<file path="src/rtl/voice_allocator.sv">
// Polyphony controller for the 24-output voice demux.
// Note events arrive over valid/ready. A sequential scan over the voice table
// picks a target, which is written to the demux in one registered WRITE cycle.
// Panic drives the demux clear-all select for one cycle.
module voice_allocator #(
  parameter int NUM_VOICES = 24,
  parameter int AGE_W      = 8
) (
  input  logic                  clk,
  input  logic                  rst,
  input  logic                  ev_valid,
  output logic                  ev_ready,
  input  logic                  ev_on,
  input  logic [6:0]            ev_key,
  input  logic                  panic,
  output logic [7:0]            dmx_in,
  output logic [4:0]            dmx_sel,
  output logic [NUM_VOICES-1:0] voice_active,
  output logic                  steal
);

  localparam logic [4:0] LAST_IDX  = 5'(NUM_VOICES - 1);
  localparam logic [4:0] CLEAR_SEL = 5'd31;

  typedef enum logic [1:0] {IDLE, SCAN, WRITE, CLEAR} state_t;

  state_t                  state_q, state_d;
  logic [4:0]              idx_q, idx_d;
  logic                    on_q, on_d;
  logic [6:0]              key_q, key_d;
  logic                    match_found_q, match_found_d;
  logic [4:0]              match_idx_q, match_idx_d;
  logic                    free_found_q, free_found_d;
  logic [4:0]              free_idx_q, free_idx_d;
  logic                    old_found_q, old_found_d;
  logic [4:0]              old_idx_q, old_idx_d;
  logic [AGE_W-1:0]        old_age_q, old_age_d;
  logic [6:0]              vkey_q [NUM_VOICES];
  logic [6:0]              vkey_d [NUM_VOICES];
  logic [AGE_W-1:0]        vage_q [NUM_VOICES];
  logic [AGE_W-1:0]        vage_d [NUM_VOICES];
  logic [NUM_VOICES-1:0]   active_q, active_d;
  logic [4:0]              dmx_sel_q, dmx_sel_d;
  logic [7:0]              dmx_in_q, dmx_in_d;
  logic                    steal_q, steal_d;

  // Trackers after folding in the voice at idx_q (needed so voice 23 counts in the final decision)
  logic                    cm_found, cf_found, co_found;
  logic [4:0]              cm_idx, cf_idx, co_idx, target;
  logic [AGE_W-1:0]        co_age;
  logic                    cur_active, cur_same;

  assign dmx_in       = dmx_in_q;
  assign dmx_sel      = dmx_sel_q;
  assign voice_active = active_q;
  assign steal        = steal_q;

  // Next-state, scan tracking, table update and registered demux outputs
  always_comb begin
    state_d       = state_q;
    idx_d         = idx_q;
    on_d          = on_q;
    key_d         = key_q;
    match_found_d = match_found_q;
    match_idx_d   = match_idx_q;
    free_found_d  = free_found_q;
    free_idx_d    = free_idx_q;
    old_found_d   = old_found_q;
    old_idx_d     = old_idx_q;
    old_age_d     = old_age_q;
    vkey_d        = vkey_q;
    vage_d        = vage_q;
    active_d      = active_q;
    dmx_sel_d     = dmx_sel_q;
    dmx_in_d      = dmx_in_q;
    steal_d       = 1'b0;
    ev_ready      = 1'b0;
    target        = '0;

    cur_active = active_q[idx_q];
    cur_same   = (vkey_q[idx_q] == key_q);
    cm_found   = match_found_q;
    cm_idx     = match_idx_q;
    cf_found   = free_found_q;
    cf_idx     = free_idx_q;
    co_found   = old_found_q;
    co_idx     = old_idx_q;
    co_age     = old_age_q;
    if (!match_found_q && cur_active && cur_same) begin
      cm_found = 1'b1;
      cm_idx   = idx_q;
    end
    if (on_q && !free_found_q && !cur_active) begin
      cf_found = 1'b1;
      cf_idx   = idx_q;
    end
    // Strict compare keeps the lowest index on equal ages
    if (on_q && cur_active && (!old_found_q || (vage_q[idx_q] > old_age_q))) begin
      co_found = 1'b1;
      co_idx   = idx_q;
      co_age   = vage_q[idx_q];
    end

    case (state_q)
      IDLE: begin
        ev_ready = !panic;
        if (!panic && ev_valid) begin
          on_d          = ev_on;
          key_d         = ev_key;
          idx_d         = '0;
          match_found_d = 1'b0;
          free_found_d  = 1'b0;
          old_found_d   = 1'b0;
          match_idx_d   = '0;
          free_idx_d    = '0;
          old_idx_d     = '0;
          old_age_d     = '0;
          state_d       = SCAN;
        end
      end
      SCAN: begin
        match_found_d = cm_found;
        match_idx_d   = cm_idx;
        free_found_d  = cf_found;
        free_idx_d    = cf_idx;
        old_found_d   = co_found;
        old_idx_d     = co_idx;
        old_age_d     = co_age;
        if (idx_q == LAST_IDX) begin
          state_d = WRITE;
          if (on_q) begin
            if (cm_found) begin
              target = cm_idx;
            end else if (cf_found) begin
              target = cf_idx;
            end else begin
              target  = co_idx;
              steal_d = 1'b1;
            end
            for (int unsigned v = 0; v < NUM_VOICES; v++) begin
              if (5'(v) == target) begin
                vage_d[v] = '0;
              end else if (active_q[v] && (vage_q[v] != '1)) begin
                vage_d[v] = vage_q[v] + AGE_W'(1);
              end
            end
            vkey_d[target]   = key_q;
            active_d[target] = 1'b1;
            dmx_sel_d        = target;
            dmx_in_d         = {1'b1, key_q};
          end else if (cm_found) begin
            active_d[cm_idx] = 1'b0;
            dmx_sel_d        = cm_idx;
            dmx_in_d         = {1'b0, key_q};
          end
        end else begin
          idx_d = idx_q + 5'd1;
        end
      end
      WRITE: begin
        state_d = IDLE;
      end
      CLEAR: begin
        dmx_sel_d = '0;
        dmx_in_d  = '0;
        state_d   = IDLE;
      end
      default: begin
        state_d = IDLE;
      end
    endcase

    // Panic overrides whatever IDLE/SCAN/WRITE computed, dropping any pending event
    if (panic && (state_q != CLEAR)) begin
      state_d   = CLEAR;
      dmx_sel_d = CLEAR_SEL;
      dmx_in_d  = '0;
      active_d  = '0;
      steal_d   = 1'b0;
      for (int unsigned v = 0; v < NUM_VOICES; v++) begin
        vkey_d[v] = '0;
        vage_d[v] = '0;
      end
    end
  end

  // State, voice table and output registers with asynchronous reset
  always_ff @(posedge clk or posedge rst) begin
    if (rst) begin
      state_q       <= IDLE;
      idx_q         <= '0;
      on_q          <= 1'b0;
      key_q         <= '0;
      match_found_q <= 1'b0;
      match_idx_q   <= '0;
      free_found_q  <= 1'b0;
      free_idx_q    <= '0;
      old_found_q   <= 1'b0;
      old_idx_q     <= '0;
      old_age_q     <= '0;
      for (int unsigned v = 0; v < NUM_VOICES; v++) begin
        vkey_q[v] <= '0;
        vage_q[v] <= '0;
      end
      active_q  <= '0;
      dmx_sel_q <= '0;
      dmx_in_q  <= '0;
      steal_q   <= 1'b0;
    end else begin
      state_q       <= state_d;
      idx_q         <= idx_d;
      on_q          <= on_d;
      key_q         <= key_d;
      match_found_q <= match_found_d;
      match_idx_q   <= match_idx_d;
      free_found_q  <= free_found_d;
      free_idx_q    <= free_idx_d;
      old_found_q   <= old_found_d;
      old_idx_q     <= old_idx_d;
      old_age_q     <= old_age_d;
      vkey_q        <= vkey_d;
      vage_q        <= vage_d;
      active_q      <= active_d;
      dmx_sel_q     <= dmx_sel_d;
      dmx_in_q      <= dmx_in_d;
      steal_q       <= steal_d;
    end
  end

endmodule

</file>
<file path="config.mk">
export PLATFORM = sky130hd
export DESIGN_NAME = voice_allocator
export DESIGN_NICKNAME = d
export VERILOG_FILES = /design/src/rtl/voice_allocator.sv
export SDC_FILE = /design/constraint.sdc
export NUM_CORES = 1
export LEC_CHECK = 0
export BUFFER_PORTS_ARGS = -buffer_cell sky130_fd_sc_hd__buf_2
export CAP_MARGIN = 20
export CORE_MARGIN = 5
export CORE_UTILIZATION = 51
export DETAILED_ROUTE_END_ITERATION = 6
export GPL_TIMING_DRIVEN = 1
export PLACE_DENSITY = 0.76
export SYNTH_ARGS = -nofsm -noshare
export SYNTH_HDL_FRONTEND = slang
export SYNTH_SLANG_ARGS = --single-unit
</file>
<file path="constraint.sdc">
create_clock -name clk -period 24.9 [get_ports clk]
set_input_delay 1.245 -clock clk [delete_from_list [all_inputs] [get_ports clk]]
set_output_delay 1.245 -clock clk [all_outputs]
set_load 0.005 [all_outputs]
</file>
Yosys cells after proc, flatten, opt, wreduce, memory -nomap -nowiden
Index checks and enable logic that the tools add are counted.
W data, S select, Z words.
- bitwise gates (word level): 5
- reduce and logical (&&, ||, !) cells: 106
- equal/unequal tests: 59
- mux-type cells: 121
- magnitude comparators: 9
- add/sub/neg operators: 25
- operators by type and width (cell ; count):
    $mux W192 ; 4
    $mux W168 ; 4
    $mux W8 ; 56
    $add A8 B1 Y8 const B ; 24
    $ne A8 B8 Y1 const B ; 24
    $bwmux W168 ; 1
    $mux W24 ; 5
    $reduce_and A4 Y1 ; 24
    $reduce_bool A3 Y1 ; 26
    $mux W5 ; 14
    $pmux W5 S2 ; 5
    $bmux W8 S5 ; 1
    $eq A4 B5 Y1 const A ; 8
    $eq A5 B5 Y1 const A ; 8
    $bmux W7 S5 ; 1
    $demux W7 S5 ; 1
    $logic_and A1 B1 Y1 ; 35
    $pmux W8 S2 ; 2
    $and A24 B24 Y24 ; 1
    $not A24 Y24 ; 1
    $or A24 B24 Y24 ; 1
    $mux W7 ; 3
    $eq A3 B5 Y1 const A ; 4
    $lt A5 B6 Y1 const B ; 3
    other kinds (29) ; 69
- output and inout port bits: 39
- bits of input ports: 12
- register bits: 439
- logic and storage cells: 388

Longest topological paths before layout
- depth after elaboration: 23
- depth in mapped cells: 24
- depth with buffers taken out: 15

Worst setup path before layout
Ideal clock, no wire load.
- path type: register to register
- start: reg idx_q[0]
- end: reg vage_q[106] (netlist name)
- path slack: 19201 ps
- buffers on the path: 6
- data required time: 24780 ps
- library setup time: 120 ps
- stages on the path, launching flop included: 21
- clock period less this slack: 5699 ps
- data arrival time: 5579 ps
- cells stage by stage: dfrtp_1 > buf_6 > buf_6 > buf_6 > buf_2 > buf_1 > buf_1 > mux4_2 > mux2i_1 > o21ai_0 > ha_1 > and3_1 > a221o_1 > a21o_1 > nand3_1 > a2111o_1 > o211ai_2 > nor3_1 > a221o_1 > nand2_1 > a31o_2
- cells in the longest elaborated chain, start to end: 19
- elaborated cells between the ends (all ways): 38
- those cells by class: order compare (1); eq/ne (3); mux (23); bitwise (1); reduce/logical (10)
- ends and longest elaborated chain (element ; RTL line ; text):
    start, declared ; 28 ; logic [4:0] idx_q, idx_d;
    start signal, assigned ; 211 ; idx_q <= idx_d;
    $not A5 Y6 (not written as such) ; 81, 98 ;
    $bmux W8 S5 ; 98 ; if (on_q && cur_active && (!old_found_q || (vage_q[idx_q] > old_age_q))) begin
    $mux W8 (not written as such) (2 in series) ; 98 ;
    $gt A8 B8 Y1 ; 98 ;
    $logic_or A1 B1 Y1 ; 98 ;
    $logic_and A1 B1 Y1 ; 98 ;
    $mux W5 ; 98 ;
    $mux W5 ; 134 ; end else if (cf_found) begin
    (+2 left out) ; n/a ;
    $mux W5 ; 129 ; if (idx_q == LAST_IDX) begin
    $mux W5 ; 104 ; case (state_q)
    $eq A4 B5 Y1 ; 141 ; if (5'(v) == target) begin
    $mux W8 ; 141 ;
    $mux W192 ; 131 ; if (on_q) begin
    $mux W192 ; 129 ;
    $mux W192 ; 104 ;
    $mux W192 ; 174 ; if (panic && (state_q != CLEAR)) begin
    end signal, assigned ; 222 ; vage_q <= vage_d;
    end, declared ; 40 ; logic [AGE_W-1:0] vage_q [NUM_VOICES];
Parallel ways exist; a longest one is shown, timed or not. The select of a mux whose other input is x is not followed.
A chain may end at the register's enable or synchronous reset.

Worst setup path in the final report
- start: reg idx_q[0]
- end: reg vkey_q[118] (netlist name)
- cells in the longest elaborated chain, start to end: 23
- elaborated cells between the ends (all ways): 42
- those cells by class: order compare (3); eq/ne (2); mux (25); bitwise (2); reduce/logical (10)
- ends and longest elaborated chain (element ; RTL line ; text):
    $not A5 Y6 (not written as such) ; 81, 98 ;
    $bmux W8 S5 ; 98 ;
    $mux W8 (not written as such) (2 in series) ; 98 ;
    $gt A8 B8 Y1 ; 98 ;
    $logic_or A1 B1 Y1 ; 98 ;
    $logic_and A1 B1 Y1 ; 98 ;
    $mux W5 ; 98 ;
    $mux W5 ; 134 ;
    (+6 left out) ; n/a ;
    $logic_and A1 B1 Y1 (not written as such) ; 147 ; vkey_d[target] = key_q;
    $mux W7 (not written as such) ; 147 ;
    $demux W7 S5 ; 147 ;
    $bwmux W168 ; 147 ;
    $mux W168 ; 131 ;
    $mux W168 ; 129 ;
    $mux W168 ; 104 ;
    $mux W168 ; 174 ;
    end signal, assigned ; 221 ; vkey_q <= vkey_d;
    end, declared ; 38 ; logic [6:0] vkey_q [NUM_VOICES];
Parallel ways exist; a longest one is shown, timed or not. The select of a mux whose other input is x is not followed.

==> results.toml <==
[worst_setup_path]
category_of_the_most_critical_setup_path = "reg2reg"
timing.reg2reg.setup_slack_ns = 18.08
timing.critical_path.fanout_max = 53
crit_path_end_kind = "flop"
start_kind = "flop"
worstPathArrival_ns = 7.28
worst-r2r-cell-count = 11
crit_required_ns = 25.36

[detailed_routing]
drt_iter0_drc = 2728
via_count = 21000
route.detailed.vias_per_inst = 6.95
route.detailed.wl_per_inst_um = 24.9
remaining_drcs = 0
route.final.wire_length_um = 75000
postRouteAntennaNets = 0
drt_pass1_iterations = 6

[placement]
place.gp.congestion = 0.992
dp.final_hpwl_um = 51200
port-buffer-count = 50

[timing]
hold_viol_final = 0
setup_viol = 0
worst_slew_pin_slew_ns = 1.12
finalCriticalPeriod_ns = 6.82
fin_crit_sh_pct = 27.4
fin_setup_tns_ns = 0
min_hold_slack_ns = 0.487
finClkSkew_ns = 0.0128
worst_slew_margin_rel_pct = 24.5
fmax_mhz = 147
rsz0062_at_grt = "no"
drv_slew = 0

[final_layout]
post_route_cells_drive_above_1_share_pct = 13.3
fillCellCount = 4037
area_added_between_synthesis_and_finish_pct = 8.66
finalCoreUtilization_pct = 55.9
nets = 2412

[clock_network]
worstSkewPairLatency_ns = 0.58
cts_htree_levels = 2
clkSinkCount = 439
post_cts_resized = 0
hold_buffers_post_cts = 0
path_clk_slew_ns = 0.06
post_cts_buffers = 0
ctsRootBufferMaster = "sky130_fd_sc_hd__clkbuf_16"
cts_buffers = 48
tritoncts = "done"
cts_buffer_depth = 3

[min_path]
min_path_cells = 1
hold_wc_path_type = "reg2reg"

[logic_synthesis]
yosysTopAreaCellShare_pct = 44.9
synthTopCellsByArea = "sky130_fd_sc_hd__dfrtp_1 45%, sky130_fd_sc_hd__mux4_2 8.0%, sky130_fd_sc_hd__nand2_1 4.4%, sky130_fd_sc_hd__o2bb2ai_1 4.0%, sky130_fd_sc_hd__mux2i_1 2.7%"
cell_taking_the_most_area_after_synthesis = "sky130_fd_sc_hd__dfrtp_1"
post-synth-top-count-cell = "sky130_fd_sc_hd__dfrtp_1"
synthesis.nets = 2449
synth-edff-count = 0
ys_seq_area_share_pct = 44.9
avgSynthCellArea_sq_um = 10.2
yosys_warnings = 0
asyncSetResetFlopFracSynth_pct = 100
synth-main-ff-cell = "sky130_fd_sc_hd__dfrtp_1"
yosys-top-cells-count = "439 x sky130_fd_sc_hd__dfrtp_1, 284 x sky130_fd_sc_hd__nand2_1, 141 x sky130_fd_sc_hd__nor2_1, 125 x sky130_fd_sc_hd__a21oi_1, 113 x sky130_fd_sc_hd__o2bb2ai_1"
synthesized_instance_count = 2404
post_synth_instance_area_sq_um = 24500
postSynthRegisterBits = 439
yosys.cell_types.count = 96

[floorplanning]
floorplan.die_area_sq_um = 52500
initial_utilization_pct = 51.4
die_y_um = 229
rows = 80
die_w_um = 229
placeableCoreArea_sq_um = 47600
top_level_i_o_count = 51

[power_and_ir_drop]
ir_drop_v = 0.0000552
intPower_mw = 1.64
power_density_nw_per_um2 = 108
power.share.switching_pct = 42.6
seq_pwr_share_pct = 35.5
clock_network_power_share_pct = 24.9
power_switching_mw = 1.22
relative_contribution_of_combinational_cells_to_total_power_pct = 39.7
static-leakage-power_nw = 11.3

[grt]
grt.total_usage_pct = 27.9
pin_count_of_the_biggest_net_entering_global_routing = 152
grt_first_pass_wirelength_um = 117000
antenna_violations_before_repair = 2
number_of_global_route_vias_before_repair = 20000
grt-ovfl-total = 0

[status]
status = "completed"

[flow_run]
cap_viol_max_count = 0
-- state kept, by name (all words and copies together) (netlist names), 2 cells and up --
signal,flops
vage_q,192
vkey_q,168
voice_active,24
dmx_in,8
old_age_q,8
key_q,7
dmx_sel,5
free_idx_q,5
idx_q,5
match_idx_q,5
old_idx_q,5
state_q,2
-- cell type report --
| class | instances | area [sq um] | share of cell area [%] |
|---|---|---|---|
| Multi-Input combinational cell | 1729 | 12500 | 47.1 |
| Sequential cell | 439 | 11000 | 41.3 |
| Clock buffer | 68 | 1350 | 5.06 |
| Tap cell | 615 | 769 | 2.89 |
| Timing Repair Buffer | 74 | 483 | 1.81 |
| Inverter | 75 | 289 | 1.09 |
| Clock inverter | 15 | 181 | 0.682 |
| Antenna cell | 1 | 2.50 | 0.00940 |
-- logic make-up after synthesis --
group | share of synthesized area [%]
DFF | 44.9
buffers and inverters | 4.00
muxes | 11.1
and+or+nand+nor | 16.1
xor gates and xnor gates | 1.29
adders and majority gates | 1.69
AOI/OAI and AO/OA | 21.0
-- power groups by stage --
stage | clock (mW) | sequential [mW] | combinational, mW
finish | 0.712 | 1.02 | 1.14
global route | 0.750 | 1.03 | 1.20
CTS | 0.719 | 1.01 | 1.10
detailed placement | 0 | 1.02 | 1.10
global placement | 0 | 1.02 | 1.07
floorplan | 0 | 0.911 | 0.863
-- per-layer routing --
metal | track usage, % | wire length (um) | vias up
met5 | 0 | 0 | -
met4 | 11.2 | 3150 | 0
met3 | 4.79 | 7130 | 214
met2 | 43.2 | 34600 | 1221
met1 | 39.4 | 30100 | 10500
li1 | - | - | 9009
-- cell usage in the layout (no fill, tap or decap), drive strengths merged, types with 28 or more instances in the layout --
master,count
xnor2,30
ha,33
a21oi,127
nand4,34
mux4,87
a211oi,29
o2bb2ai,113
o21ai,114
mux2i,66
and3,65
a22o,52
nor3,43
inv,75
nand3,109
a32o,28
buf,74
nand2,287
dfrtp,439
nor2,142
clkbuf,68
a31oi,31
-- path summary, 6_finish.rpt --
kind                                        startpoint                 endpoint
worst min register to register  vkey_q[65]$_DFFE_PP0P_   vkey_q[65]$_DFFE_PP0P_
worst max register to register    idx_q[0]$_DFFE_PP0P_  vkey_q[118]$_DFFE_PP0P_
max in group asynchronous                          rst     idx_q[1]$_DFFE_PP0P_
worst min-delay path            vkey_q[65]$_DFFE_PP0P_   vkey_q[65]$_DFFE_PP0P_
worst max-delay path              idx_q[0]$_DFFE_PP0P_  vkey_q[118]$_DFFE_PP0P_
min in group asynchronous                          rst  vkey_q[101]$_DFFE_PP0P_
-- worst max-delay path: stages (launching register included) --
cell,delay (ns)
sky130_fd_sc_hd__dfrtp_4,0.88
sky130_fd_sc_hd__buf_4,0.83
sky130_fd_sc_hd__buf_4,0.69
sky130_fd_sc_hd__mux4_2,0.58
sky130_fd_sc_hd__a22o_1,0.26
sky130_fd_sc_hd__or4_4,0.49
sky130_fd_sc_hd__a2bb2oi_2,0.22
sky130_fd_sc_hd__and3_1,0.90
sky130_fd_sc_hd__a21oi_1,0.14
sky130_fd_sc_hd__a22oi_1,0.81
sky130_fd_sc_hd__nand2_1,0.40
sky130_fd_sc_hd__a22o_1,0.34
-- metrics by stage --
step           cells  setup slack, ns  total power, mW  area, sq um
3_5_place_dp    2930            18.14             2.12        25000
5_1_grt         3015            17.62             2.98        26600
4_1_cts         3013            18.12             2.83        26600
3_3_place_gp    2930            18.33             2.09        25000
2_1_floorplan   2404            11.42             1.77        24500
6_report        3016            18.08             2.86        26600
(Power assumes the default switching activity.)
